### src/rtl/alu_bist_pkg.sv
// Shared types and the directed vector set for the ALU built-in self-test.
package alu_bist_pkg;

  localparam int unsigned VEC_W     = 20;
  localparam int unsigned OP_W      = 3;
  localparam int unsigned IDX_W     = 3;
  localparam int unsigned ROM_DEPTH = 8;
  localparam int unsigned ERR_W     = 4;

  localparam logic [OP_W-1:0] OP_ADD = 3'b000;
  localparam logic [OP_W-1:0] OP_SUB = 3'b001;
  localparam logic [OP_W-1:0] OP_MUL = 3'b010;
  localparam logic [OP_W-1:0] OP_DIV = 3'b011;
  localparam logic [OP_W-1:0] OP_AND = 3'b100;
  localparam logic [OP_W-1:0] OP_OR  = 3'b101;
  localparam logic [OP_W-1:0] OP_SHL = 3'b110;
  localparam logic [OP_W-1:0] OP_SHR = 3'b111;

  typedef enum logic [2:0] {
    ST_IDLE,
    ST_APPLY,
    ST_WAIT,
    ST_CHECK,
    ST_DONE
  } bist_state_t;

  typedef struct packed {
    logic [VEC_W-1:0] a;
    logic [VEC_W-1:0] b;
    logic [OP_W-1:0]  op;
    logic [VEC_W-1:0] exp_result;
    logic             exp_z;
  } bist_vec_t;

  // One vector per opcode, so a fault on a single opcode hits exactly one entry.
  localparam bist_vec_t VEC_ROM [ROM_DEPTH] = '{
    '{a: 20'h80000, b: 20'h80000, op: OP_ADD, exp_result: 20'h00000, exp_z: 1'b1},
    '{a: 20'hAAAAA, b: 20'h55555, op: OP_SUB, exp_result: 20'h55555, exp_z: 1'b0},
    '{a: 20'h00006, b: 20'h00002, op: OP_MUL, exp_result: 20'h0000C, exp_z: 1'b0},
    '{a: 20'h00006, b: 20'h00004, op: OP_DIV, exp_result: 20'h00001, exp_z: 1'b0},
    '{a: 20'hAAAAA, b: 20'h55555, op: OP_AND, exp_result: 20'h00000, exp_z: 1'b1},
    '{a: 20'hAAAAA, b: 20'h55555, op: OP_OR,  exp_result: 20'hFFFFF, exp_z: 1'b0},
    '{a: 20'h00003, b: 20'h00004, op: OP_SHL, exp_result: 20'h00030, exp_z: 1'b0},
    '{a: 20'h00020, b: 20'h00002, op: OP_SHR, exp_result: 20'h00008, exp_z: 1'b0}
  };

endpackage

### src/rtl/alu_bist_rom.sv
// Combinational lookup of one directed test vector by index.
module alu_bist_rom
  import alu_bist_pkg::*;
(
  input  logic [IDX_W-1:0] index,
  output bist_vec_t        vec_c
);

  assign vec_c = VEC_ROM[index];

endmodule

### src/rtl/alu_bist.sv
// ALU self-test initiator: drives the vector set, samples Result/Z after settling,
// and reports pass, error count and the first failing vector.
module alu_bist
  import alu_bist_pkg::*;
#(
  parameter int unsigned N             = 20,
  parameter int unsigned NUM_VEC       = 8,
  parameter int unsigned SETTLE_CYCLES = 1
) (
  input  logic             clk,
  input  logic             rst,
  input  logic             start,
  output logic             busy,
  output logic             done,
  output logic             pass,
  output logic [ERR_W-1:0] err_count,
  output logic             fail_valid,
  output logic [IDX_W-1:0] fail_index,
  output logic [N-1:0]     alu_a,
  output logic [N-1:0]     alu_b,
  output logic [OP_W-1:0]  alu_opcode,
  input  logic [N-1:0]     alu_result,
  input  logic             alu_z
);

  localparam int unsigned     CNT_W    = (SETTLE_CYCLES > 1) ? $clog2(SETTLE_CYCLES) : 1;
  localparam logic [IDX_W-1:0] LAST_IDX = IDX_W'(NUM_VEC - 1);
  localparam logic [ERR_W-1:0] ERR_MAX  = '1;

  bist_state_t      state;
  logic [IDX_W-1:0] idx;
  logic [CNT_W-1:0] cnt;
  logic [N-1:0]     exp_result_q;
  logic             exp_z_q;

  logic [IDX_W-1:0] load_idx_c;
  bist_vec_t        rom_vec_c;
  logic             mismatch_c;
  logic [ERR_W-1:0] err_next_c;

  // The ROM is only consulted when entering APPLY: index 0 from IDLE, idx+1 from CHECK.
  assign load_idx_c = (state == ST_CHECK) ? idx + IDX_W'(1) : '0;
  assign mismatch_c = (alu_result != exp_result_q) || (alu_z != exp_z_q);
  assign err_next_c = (err_count == ERR_MAX) ? err_count : err_count + ERR_W'(1);

  alu_bist_rom u_rom (
    .index (load_idx_c),
    .vec_c (rom_vec_c)
  );

  always_ff @(posedge clk) begin
    if (rst) begin
      state        <= ST_IDLE;
      idx          <= '0;
      cnt          <= '0;
      exp_result_q <= '0;
      exp_z_q      <= 1'b0;
      busy         <= 1'b0;
      done         <= 1'b0;
      pass         <= 1'b0;
      err_count    <= '0;
      fail_valid   <= 1'b0;
      fail_index   <= '0;
      alu_a        <= '0;
      alu_b        <= '0;
      alu_opcode   <= '0;
    end else begin
      case (state)
        ST_IDLE: begin
          done <= 1'b0;
          if (start) begin
            state        <= ST_APPLY;
            idx          <= '0;
            busy         <= 1'b1;
            pass         <= 1'b0;
            err_count    <= '0;
            fail_valid   <= 1'b0;
            fail_index   <= '0;
            alu_a        <= N'(rom_vec_c.a);
            alu_b        <= N'(rom_vec_c.b);
            alu_opcode   <= rom_vec_c.op;
            exp_result_q <= N'(rom_vec_c.exp_result);
            exp_z_q      <= rom_vec_c.exp_z;
          end
        end
        ST_APPLY: begin
          state <= ST_WAIT;
          cnt   <= CNT_W'(SETTLE_CYCLES - 1);
        end
        ST_WAIT: begin
          if (cnt == '0) state <= ST_CHECK;
          else           cnt   <= cnt - CNT_W'(1);
        end
        ST_CHECK: begin
          if (mismatch_c) begin
            err_count <= err_next_c;
            if (!fail_valid) begin
              fail_valid <= 1'b1;
              fail_index <= idx;
            end
          end
          // Last vector: pass must account for a mismatch landing on this same edge.
          if (idx == LAST_IDX) begin
            state      <= ST_DONE;
            busy       <= 1'b0;
            done       <= 1'b1;
            pass       <= (err_count == '0) && !mismatch_c;
            alu_a      <= '0;
            alu_b      <= '0;
            alu_opcode <= '0;
          end else begin
            state        <= ST_APPLY;
            idx          <= load_idx_c;
            alu_a        <= N'(rom_vec_c.a);
            alu_b        <= N'(rom_vec_c.b);
            alu_opcode   <= rom_vec_c.op;
            exp_result_q <= N'(rom_vec_c.exp_result);
            exp_z_q      <= rom_vec_c.exp_z;
          end
        end
        ST_DONE: begin
          state <= ST_IDLE;
          done  <= 1'b0;
        end
        default: state <= ST_IDLE;
      endcase
    end
  end

endmodule

### config.mk
export PLATFORM = sky130hd
export DESIGN_NAME = alu_bist
export DESIGN_NICKNAME = d
export VERILOG_FILES = /design/src/rtl/alu_bist_pkg.sv /design/src/rtl/alu_bist_rom.sv /design/src/rtl/alu_bist.sv
export SDC_FILE = /design/constraint.sdc
export NUM_CORES = 1
export LEC_CHECK = 0
export CORE_UTILIZATION = 47
export CTS_BUF_LIST = sky130_fd_sc_hd__clkbuf_16
export DETAILED_ROUTE_END_ITERATION = 10
export PLACE_DENSITY = 0.88
export REMOVE_ABC_BUFFERS = 1
export SLEW_MARGIN = 20
export SYNTH_ARGS = -nofsm -noshare
export SYNTH_HDL_FRONTEND = slang
export SYNTH_SLANG_ARGS = --single-unit
export TNS_END_PERCENT = 50
### constraint.sdc
create_clock -name clk -period 5.9 [get_ports clk]
set_input_delay 0.59 -clock clk [delete_from_list [all_inputs] [get_ports clk]]
set_output_delay 0.59 -clock clk [all_outputs]
set_load 0.02 [all_outputs]
== Word level (Yosys, flattened, before mapping) ==
Memories as Yosys holds them, arrays and structs flattened.
Index checks and enable logic that the tools add are counted.
Cells by class
  $add $sub $neg: 3
  $lt $le $gt $ge: 1
  eq/ne operators: 15
  multiplexer cells: 44
  bitwise logic cells: 1
  reductions and logical operators: 17
Operators with widths (count)
  64-bit 2-to-1 mux: 2
  20-bit 2-to-1 mux: 6
  20-bit case mux with 2 select lines: 3
  3-bit 2-to-1 mux: 10
  20-bit != test: 1
  3-bit case mux with 2 select lines: 3
  4-bit 2-to-1 mux: 3
  2-bit != test, second input constant: 6
  1-bit case mux with 2 select lines: 6
  3-bit case mux with 4 select lines: 1
  1-bit 2-to-1 mux: 9
  3-bit AND reduction: 3
  4-bit case mux with 2 select lines: 1
  4-bit AND reduction: 2
  3-bit by 2-bit == test with 1-bit output, second input constant: 2
  3-bit == test, second input constant: 2
  2-bit AND reduction: 3
  2-bit nonzero test: 3
  4-bit by 1-bit adder with 4-bit output, second input constant: 1
  4-bit == test, second input constant: 1
  4-bit >= comparator, second input constant: 1
  4-bit zero test: 1
  3-bit inverter with 4-bit output: 1
  3-bit by 1-bit adder with 3-bit output, second input constant: 1
  9 further kinds: 9
Word-level totals
  register bits after elaboration: 82
  ROM bits: 512
  output and inout bits: 54
  memories: 1
Memories
  (no name shown): depth 8, bits a word 64, rd ports 1, clocked after memory_dff 0, wr ports 0, RTL line alu_bist_rom.sv:9  | assign vec_c = VEC_ROM[index];

== Depth between registers and ports, before layout ==
Gate-level depths: netlist (run 1).
  depth after elaboration: 8
  gate-level depth with buffers: 10
  depth with buffers taken out: 8

== By module ==
From an unflattened synthesis (run 1), not the netlist that was laid out.
Unflattened totals
  cell total of the unflattened synthesis: 492
  area total of the unflattened synthesis: 3827.4 sq um
Modules (own cells, without submodules)
  alu_bist: instances 1, cells an instance 413, area an instance 3254.4 sq um, sequential area each 1621.6 sq um
  alu_bist_rom: instances 1, cells an instance 79, area an instance 573.0 sq um, sequential area each 0.0 sq um

== Least setup slack after synthesis (run 1) ==
Ideal clock, no wire load.
  kind: in2reg
  start: input alu_result[1]
  end: register err_count[2]
  arrival time: 2158 ps
  data required time: 5763 ps
  setup slack: 3604 ps
  cell stages on the path: 7
  path buffers: 1
  path through: or4_1 -> a22oi_1 -> o2111ai_1 -> or4_1 -> buf_2 -> a31oi_1 -> a311oi_1
Between the ends
  word-level cells in the longest chain between the ends: 4
Ends and longest elaborated chain
  from (decl): RTL line alu_bist.sv:22  | input logic [N-1:0] alu_result,
  20-bit != test: RTL line alu_bist.sv:43  | assign mismatch_c = (alu_result != exp_result_q) || (alu_z != exp_z_q);
  1-bit logical OR: RTL line alu_bist.sv:43
  2-bit != test (no line)
  4-bit AND reduction (no line)
  to (signal assigned): RTL line alu_bist.sv:96  | err_count <= err_next_c;
  to (decl): RTL line alu_bist.sv:16  | output logic [ERR_W-1:0] err_count,
Every way passes these cells.
A chain may end at the register's enable or synchronous reset.

== Final worst setup path (run 1) ==
Ends and elaborated chain as after synthesis.

==> results of run 1 <==
[critical path, cell delays in order]
cell,delay [ns]
clkdlybuf4s50_1,0.43
or4_1,0.50
a22oi_1,0.20
o2111ai_1,0.16
or4_1,0.59
a31oi_1,0.23
a311oi_1,0.07
[final cells by class]
type / instances / area, sq um
Inverter: 6 / 22.52
Clock inverter: 2 / 35.03
Tap cell: 50 / 62.56
Clock buffer: 5 / 125.1
Sequential cell: 37 / 740.7
Timing Repair Buffer: 62 / 618.1
Fill cell: 369 / 1433
Multi-Input combinational cell: 185 / 1050
[logic make-up after synthesis]
| logic type | synth area share [%] |
|---|---|
| AOI/OAI and AO/OA | 15.83 |
| xor gates and xnor gates | 3.436 |
| adders and majority gates | 6.135 |
| buffers and inverters | 14.97 |
| DFF | 36.32 |
| muxes | 1.963 |
| other | 0.1839 |
| and+or+nand+nor | 21.17 |
[sequential cells by signal (all words and copies together), names as in the netlist]
signal	flops
alu_a	5
alu_b	4
alu_opcode	3
busy	1
done	1
err_count	4
exp_result_q	7
exp_z_q	1
fail_index	3
fail_valid	1
idx	3
pass	1
state	3
[power groups by stage]
stage                     clock network, uW  logic (uW)  registers (uW)
after floorplan                           0        54.0             281
after global placement                    0         104             275
after detailed placement                  0         105             275
after CTS                               296         106             270
after global routing                    305         117             271
final                                   293         106             270
[per-stage QoR]
step	cell area (sq um)	hold slack (ns)
final	2654	0.4545
after global routing	2654	0.4850
after CTS	2654	0.4603
after detailed placement	2494	0.4516
after global placement	2494	0.4457
after floorplan	1813	0.4375
[layer usage]
metal / up-vias / GRT usage (%)
li1: 920 / -
met1: 847 / 24.72
met2: 73 / 37.25
met3: 7 / 4.500
met4: 0 / 7.813
met5: - / 0
[how the worst max path moves through the flow]
stage,slack (ns),cells after the start,start,to
after floorplan,2.97,0,alu_b[18]$_SDFFE_PP0P_,alu_a[11]
after global placement,3.06,7,alu_result[1],err_count[2]$_SDFFE_PP0P_
after detailed placement,3.03,7,alu_result[1],fail_index[0]$_SDFFE_PP0P_
after CTS,3.30,7,alu_result[1],fail_index[1]$_SDFFE_PP0P_
after global routing,3.18,7,alu_result[1],fail_index[1]$_SDFFE_PP0P_
final,3.29,7,alu_result[1],err_count[2]$_SDFFE_PP0P_
[synth_stat cells, types with 3 or more instances]
cell type | n | area share [%]
a211oi_1 | 3 | 1.1
a21oi_1 | 23 | 5.6
a22oi_1 | 6 | 2.2
buf_2 | 4 | 0.98
buf_4 | 31 | 11
clkbuf_1 | 8 | 1.5
dfxtp_1 | 37 | 36
ha_1 | 10 | 6.1
inv_1 | 5 | 0.92
mux2i_1 | 4 | 2.0
nand2_1 | 34 | 6.3
nand3_1 | 9 | 2.2
nand4_1 | 5 | 1.5
nor2_1 | 28 | 5.2
nor3_1 | 4 | 0.98
nor4_1 | 3 | 0.92
o211ai_1 | 4 | 1.5
o21ai_0 | 6 | 1.5
or4_1 | 4 | 1.5
xnor2_1 | 3 | 1.3
xor2_1 | 5 | 2.1
==> results.cfg, run 1 <==
[drt]
ant_nets = 0
vias_per_cell = 5.323
top_layer = met4
met2_length_um = 2118
first_pass_iters = 5
drc = 0
met1Wirelength_um = 1968
num_vias = 1847
drt-wirelength-per-cell_um = 12.89
drt_iter0_drc = 117
wirelength_um = 4473
met3_length_um = 325

[floorplanning]
die_area_sq_um = 4607
core-area_sq_um = 4086
start_util_pct = 49.91
io_pins = 78
rows = 23
die_w_um = 67.88
chipHeight_um = 67.88

[grt]
grt_pass1_wl_um = 7293
grt-ovfl-total = 0
grt_use_total_pct = 21.05
grt_pass1_vias = 1645
grt_max_degree = 35
antenna_found_initial = 0

[worst_setup_path]
crit_type = in -> reg
arrival_ns = 2.76
required_ns = 6.05
r2r_setup_slack_ns = 3.46
cp-end-kind = flip-flop
cp_max_fo = 7
r2r_start = state[1]$_SDFFE_PP0P_
crit_path_start_kind = primary input
reg2reg_depth = 6
rr_endpoint = err_count[2]$_SDFFE_PP0P_

[clock_tree]
clk_pin_slew_ns = 0.06
clockRootBuffer = clkbuf_16
clock-sinks = 37
worstSkewPairLatency_ns = 0.28
cts_buffer_depth = 2
cts_setup_buffers = 0
numCtsBuffers = 5
cts_resized = 0
cts_max_level = 2
cts_hold_buffers = 0
tritoncts = built

[power]
p_clk_share_pct = 43.8
comb_power_share_pct = 15.9
power.switching_uw = 168.3
cellLeakagePower_uw = 0.001020
ir_worst_vdd_mv = 0.1354
p_total_uw = 669.3
p_sw_share_pct = 25.15
internal_power_uw = 501.0
p_seq_share_pct = 40.3
p_per_area_nw_per_um2 = 252.2

[logic_synthesis]
synth_edf_count = 0
async_flop_share_pct = 0
yosys_warnings = 0
syn_area_sq_um = 2039
synthFlopType = dfxtp_1
seq_area_frac_synth_pct = 36.32
ys_ff_latch = 37
syn_area_per_cell_sq_um = 7.967
ys_types = 38
postSynthCellCount = 256

[sta]
hold_viol = 0
worst_pin_slew_ns = 0.9334
setup_ws_ns = 3.290
finalSetupViolCount = 0
fin_skew_ns = 0.006168
slew_viol_final = 0
grt_setup_unrepaired = no
finalSetupTns_ns = 0
fin_crit_ns = 2.610
slew_headroom_pct = 37.54
fmax_mhz = 383.2
final.period_utilization_pct = 44.23

[hold_path]
whs_endpoint = alu_opcode[1]$_SDFFE_PP0P_
hp-class = reg -> reg
min_path_cells = 2
hp-start = alu_opcode[1]$_SDFFE_PP0P_

[place]
post-place-ws_ns = 3.026
gp_congestion = 0.8002
hpwl_um = 3152
io_buffers = 61
dpl.cell_count = 340

[cells_and_area]
finish.utilization_pct = 64.94
drive_above_1_share_pct = 3.367
antenna_cells = 0
syn2layout_area_growth_pct = 30.12
mostFrequentLayoutCells = clkdlybuf4s50_1, dfxtp_1, nand2_1, nor2_1, a21oi_1
finalNonFillerCells = 347
final_common_cell = clkdlybuf4s50_1
fin_nets = 331

[run_status]
status = finished, final reports clean

[flow_run]
maxCapViolCount = 0
No activity file was read; power rests on OpenSTA's default activity.
==> run 2: changes to the inputs <==
--- a/config.mk
+++ b/config.mk
@@ -5,10 +5,10 @@
 export SDC_FILE = /design/constraint.sdc
 export NUM_CORES = 1
 export LEC_CHECK = 0
-export CORE_UTILIZATION = 47
+export CORE_UTILIZATION = 40
 export CTS_BUF_LIST = sky130_fd_sc_hd__clkbuf_16
 export DETAILED_ROUTE_END_ITERATION = 10
-export PLACE_DENSITY = 0.88
+export PLACE_DENSITY = 0.8
 export REMOVE_ABC_BUFFERS = 1
 export SLEW_MARGIN = 20
 export SYNTH_ARGS = -nofsm -noshare
==> constraint.sdc (replaced) <==
create_clock -name clk -period 2.35 [get_ports clk]
set_input_delay 0.235 -clock clk [delete_from_list [all_inputs] [get_ports clk]]
set_output_delay 0.235 -clock clk [all_outputs]
set_load 0.02 [all_outputs]
==> run 2 against run 1 <==
  * Flip-flop and latch count is the same
  * Via count is 0.81% higher
  * Largest cell class unchanged
  * Clock skew about the same
  * Total power is 140% higher
  * Hold slack hardly changed
  * Critical path type is now reg -> reg
  * Clock power up 120%
==> results.cfg, run 2 (synthesis gave the netlist of run 1 again) <==
[sta]
final.period_utilization_pct = 94.57
worst_pin_slew_ns = 0.6411
setup_ws_ns = 0.1277
fin_crit_ns = 2.222
slew_headroom_pct = 56.98
finalSetupViolCount = 0
hold_viol = 0
fin_skew_ns = 0.006309
grt_setup_unrepaired = no
slew_viol_final = 0
fmax_mhz = 450.0

[floorplanning]
core-area_sq_um = 4817
die_w_um = 73.41
start_util_pct = 42.34
chipHeight_um = 73.41
io_pins = 78
rows = 25
die_area_sq_um = 5388

[power]
p_per_area_nw_per_um2 = 590.2
ir_worst_vdd_mv = 0.3668
p_total_uw = 1608
cellLeakagePower_uw = 0.001056

[drt]
num_vias = 1862
drc = 0
vias_per_cell = 4.979
ant_nets = 0
drt-wirelength-per-cell_um = 12.59
drt_iter0_drc = 74
first_pass_iters = 4
wirelength_um = 4708

[worst_setup_path]
crit_path_start_kind = flip-flop
slowest_stage = or4_1
cp_max_fo = 7
arrival_ns = 2.43
crit_type = reg -> reg
required_ns = 2.56
cp_cell_sequence = or4_1 -> a22oi_1 -> o2111ai_1 -> or4_1 -> nand2_2 -> mux2i_1
crit_path_frequent_cell = or4_1
slowest_delay_ns = 0.59
cp-end-kind = flip-flop

[grt]
grt_max_degree = 34
antenna_found_initial = 0
grt_pass1_wl_um = 7838
grt-ovfl-total = 0
grt_use_total_pct = 19.08
grt_pass1_vias = 1776

[place]
hpwl_um = 3407
post-place-ws_ns = -0.1793
io_buffers = 61
gp_congestion = 0.8049

[cells_and_area]
syn2layout_area_growth_pct = 33.62
regMostFlops = exp_result_q
final_common_cell = clkdlybuf4s50_1
reg.largest.list = exp_result_q (7), alu_a (5)
drive_above_1_share_pct = 6.515
fin_nets = 340
mostFrequentLayoutCells = clkdlybuf4s50_1, dfxtp_1, nand2_1, nor2_1, a21oi_1
antenna_cells = 0
largest_register_ffs = 7

[clock_tree]
cts_buffer_depth = 2
worstSkewPairLatency_ns = 0.28
numCtsBuffers = 5
cts_setup_buffers = 0
cts_max_level = 2
cts_resized = 0
clockRootBuffer = clkbuf_16
cts_hold_buffers = 0
tritoncts = built
clock-sinks = 37
clk_pin_slew_ns = 0.06

[run_status]
status = finished, final reports clean

[flow_run]
maxCapViolCount = 0

[hold_path]
hp-class = reg -> reg
## run 2: cell count changes in the layout (fill, tap and decap cells not counted)
cell / previous run / this run
bufinv_16: 1 / 0
buf_4: 1 / 10
clkinvlp_4: 0 / 1
clkinv_2: 1 / 2
## run 2: metrics by stage
step	hold slack (ns)	setup TNS [ns]	util, %	cells	cell area, sq um
after global routing	0.4856	0	56.57	374	2725
final	0.4541	0	56.57	374	2725
after global placement	0.4475	-1.010	53.61	366	2582
after detailed placement	0.4506	-1.158	53.61	366	2582
after CTS	0.4581	0	56.57	374	2725
after floorplan	0.3041	-4.150	-	228	1813
## run 2: critical path: cells and delay by family (launching register included)
family	cells	cell delay, ns
and+or+nand+nor	3	1.28
AOI/OAI and AO/OA	2	0.35
DFF	1	0.34
muxes	1	0.19
## run 2: final cells by class
class | count | area (sq um)
clock buffers | 5 | 125.1
well taps | 67 | 83.83
multi-input cells | 185 | 1050
repair buffers | 71 | 685.7
clock inverters | 3 | 17.52
inverters | 6 | 22.52
flip-flops and latches | 37 | 740.7
fillers | 467 | 2092
## run 2: path summary, 6_finish.rpt
path | start | to | slack, ns | depth (start not counted)
worst max-delay path | exp_result_q[17]$_SDFFE_PP0P_ | fail_index[1]$_SDFFE_PP0P_ | 0.13 | 6
worst min-delay path | alu_opcode[1]$_SDFFE_PP0P_ | alu_opcode[1]$_SDFFE_PP0P_ | 0.45 | 2
worst max register to register | exp_result_q[17]$_SDFFE_PP0P_ | fail_index[1]$_SDFFE_PP0P_ | 0.13 | 6
worst min register to register | alu_opcode[1]$_SDFFE_PP0P_ | alu_opcode[1]$_SDFFE_PP0P_ | 0.45 | 2
## run 2: power breakdown
part,switching [uW],internal (uW)
clock network,259,388
logic,164,126
registers,17.7,653
## run 2: per-layer routing
layer,global-route usage [%],wire length (um)
met5,0,0
met3,5.624,268
met4,7.265,57
met1,22.34,2107
met2,32.82,2275
==> run 3: changes to the inputs <==
--- a/config.mk
+++ b/config.mk
@@ -5,10 +5,10 @@
 export SDC_FILE = /design/constraint.sdc
 export NUM_CORES = 1
 export LEC_CHECK = 0
-export CORE_UTILIZATION = 40
+export CORE_UTILIZATION = 29
 export CTS_BUF_LIST = sky130_fd_sc_hd__clkbuf_16
 export DETAILED_ROUTE_END_ITERATION = 10
-export PLACE_DENSITY = 0.8
+export PLACE_DENSITY = 0.62
 export REMOVE_ABC_BUFFERS = 1
 export SLEW_MARGIN = 20
 export SYNTH_ARGS = -nofsm -noshare
==> run 3 against run 2 <==
  * Clock-buffer cell count is the same
  * Total power fell by 1.3%
  * Worst setup slack improved by 0.035 ns
  * Clock power shrank 4.2%
  * Utilization fell by 16 points
  * Global-route usage decreased by 4.8 points
  * First-iteration DRC count fell by 11%
  * Die area is 37% higher
  * Sequential power about the same
  * Non-clock buffer count grew 4
  * Critical endpoint is now err_count[2]$_SDFFE_PP0P_
==> results.cfg, run 3 (synthesis gave the netlist of run 1 again) <==
[run_status]
status = finished, final reports clean

[cells_and_area]
regMostFlops = exp_result_q
final_common_cell = clkdlybuf4s50_1
syn2layout_area_growth_pct = 36.56
antenna_cells = 0
n_fill_cell = 697
largest_register_ffs = 7
reg.largest.list = exp_result_q (7), alu_a (5)
fin_nets = 344
drive_above_1_share_pct = 7.097
mostFrequentLayoutCells = clkdlybuf4s50_1, dfxtp_1, nand2_1, nor2_1, a21oi_1

[sta]
fin_crit_ns = 2.188
slew_viol_final = 0
finalSetupTns_ns = 0
fin_skew_ns = 0.007075
hold_viol = 0
whs_ns = 0.4520
grt_setup_unrepaired = no
finalSetupViolCount = 0
final.period_utilization_pct = 93.09
setup_ws_ns = 0.1624
fmax_mhz = 457.1
worst_pin_slew_ns = 0.9438
slew_headroom_pct = 36.85

[clock_tree]
clock-sinks = 37
clockRootBuffer = clkbuf_16
worstSkewPairLatency_ns = 0.28
cts_buffer_depth = 2
cts_max_level = 2
cts_setup_buffers = 0
clk_pin_slew_ns = 0.05
numCtsBuffers = 5
tritoncts = built

[worst_setup_path]
r2r_start = exp_result_q[17]$_SDFFE_PP0P_
rr_endpoint = err_count[2]$_SDFFE_PP0P_
cp-end-kind = flip-flop
r2r_setup_slack_ns = 0.16
required_ns = 2.49
cp_max_fo = 7
arrival_ns = 2.33
crit_path_start_kind = flip-flop
reg2reg_depth = 6
crit_end = err_count[2]$_SDFFE_PP0P_
crit_path_start = exp_result_q[17]$_SDFFE_PP0P_
crit_type = reg -> reg

[grt]
met3_usage_pct = 5.679
antenna_found_initial = 0
grt_pass1_wl_um = 8369
top_usage_layer = met2
grtUsageMet1_pct = 17.38
grt_pass1_vias = 1840
grt_use_total_pct = 14.29
grt-ovfl-total = 0
use_met2_pct = 23.23
grt_max_degree = 27

[drt]
drt-wirelength-per-cell_um = 11.86
drt_iter0_drc = 66
num_vias = 1881
wirelength_um = 4815
drc = 0
vias_per_cell = 4.633
first_pass_iters = 4
ant_nets = 0

[floorplanning]
io_pins = 78
die_w_um = 85.86
die_area_sq_um = 7372
core-area_sq_um = 6794
chipHeight_um = 85.86
rows = 30
start_util_pct = 30.02

[power]
ir_worst_vdd_mv = 0.2723
p_per_area_nw_per_um2 = 570.0
cellLeakagePower_uw = 0.001077

[place]
io_buffers = 61
gp_congestion = 0.7969
hpwl_um = 3651
post-place-ws_ns = -0.2320

[hold_path]
min_path_cells = 2
hp-class = reg -> reg

[flow_run]
maxCapViolCount = 0
-- run 3: cell types whose count changed in the layout (fill, tap and decap cells not counted), sizes merged --
cell      delta
buf          +4
inv          +1
clkinv       -1
clkinvlp     -1
-- run 3: timing repair --
item | in CTS | in global routing
hold endpoints to repair | 0 | 0
endpoints found under the setup margin | 0 | 5
gates resized for setup | 0 | 1
hold buffers | 0 | 0
-- run 3: layout make-up --
| type | instances | area (sq um) | share of cell area [%] |
|---|---|---|---|
| multi-input cells | 185 | 1054 | 37.83 |
| flip-flops and latches | 37 | 740.7 | 26.59 |
| repair buffers | 75 | 715.7 | 25.70 |
| clock buffers | 5 | 125.1 | 4.492 |
| well taps | 96 | 120.1 | 4.313 |
| inverters | 6 | 22.52 | 0.8086 |
| clock inverters | 2 | 7.507 | 0.2695 |
-- run 3: power by group --
group	leakage, uW	internal, uW	total [uW]	switching, uW
Clock	0.0000685	379	621	242
Combinational	0.000709	130	296	165
Sequential	0.000300	653	671	17.8
Total	0.00108	1160	1590	425
-- run 3: stage by stage --
stage | total power (uW) | utilization (%) | std cells | instance area (sq um)
finish | 1587 | 40.99 | 406 | 2785
detailed placement | 980.2 | 38.99 | 399 | 2649
global route | 1673 | 40.99 | 406 | 2785
global placement | 977.4 | 38.99 | 399 | 2649
CTS | 1607 | 40.94 | 406 | 2781
floorplan | 841.6 | - | 228 | 1813
-- run 3: critical path, stage by stage, from the launching register on --
cell and delay [ns]:
dfxtp_1 0.35, or4_1 0.53, a22oi_1 0.20, o2111ai_1 0.17, or4_4 0.50, a31oi_1 0.22
a311oi_1 0.07
-- run 3: metal layers --
metal	routed length, um	share of wire, %	vias to the layer above
met2	2215	46	72
li1	-	-	951
met5	0	0	-
met1	2173	45	851
met3	374	7.8	7
met4	51	1.1	0
-- run 3: worst min path at each step --
stage                          startpoint                         end
2_1_floorplan                         rst  alu_opcode[1]$_SDFFE_PP0P_
3_3_place_gp   alu_opcode[1]$_SDFFE_PP0P_  alu_opcode[1]$_SDFFE_PP0P_
3_5_place_dp   alu_opcode[1]$_SDFFE_PP0P_  alu_opcode[1]$_SDFFE_PP0P_
4_1_cts        alu_opcode[1]$_SDFFE_PP0P_  alu_opcode[1]$_SDFFE_PP0P_
5_1_grt        alu_opcode[1]$_SDFFE_PP0P_  alu_opcode[1]$_SDFFE_PP0P_
6_report       alu_opcode[1]$_SDFFE_PP0P_  alu_opcode[1]$_SDFFE_PP0P_
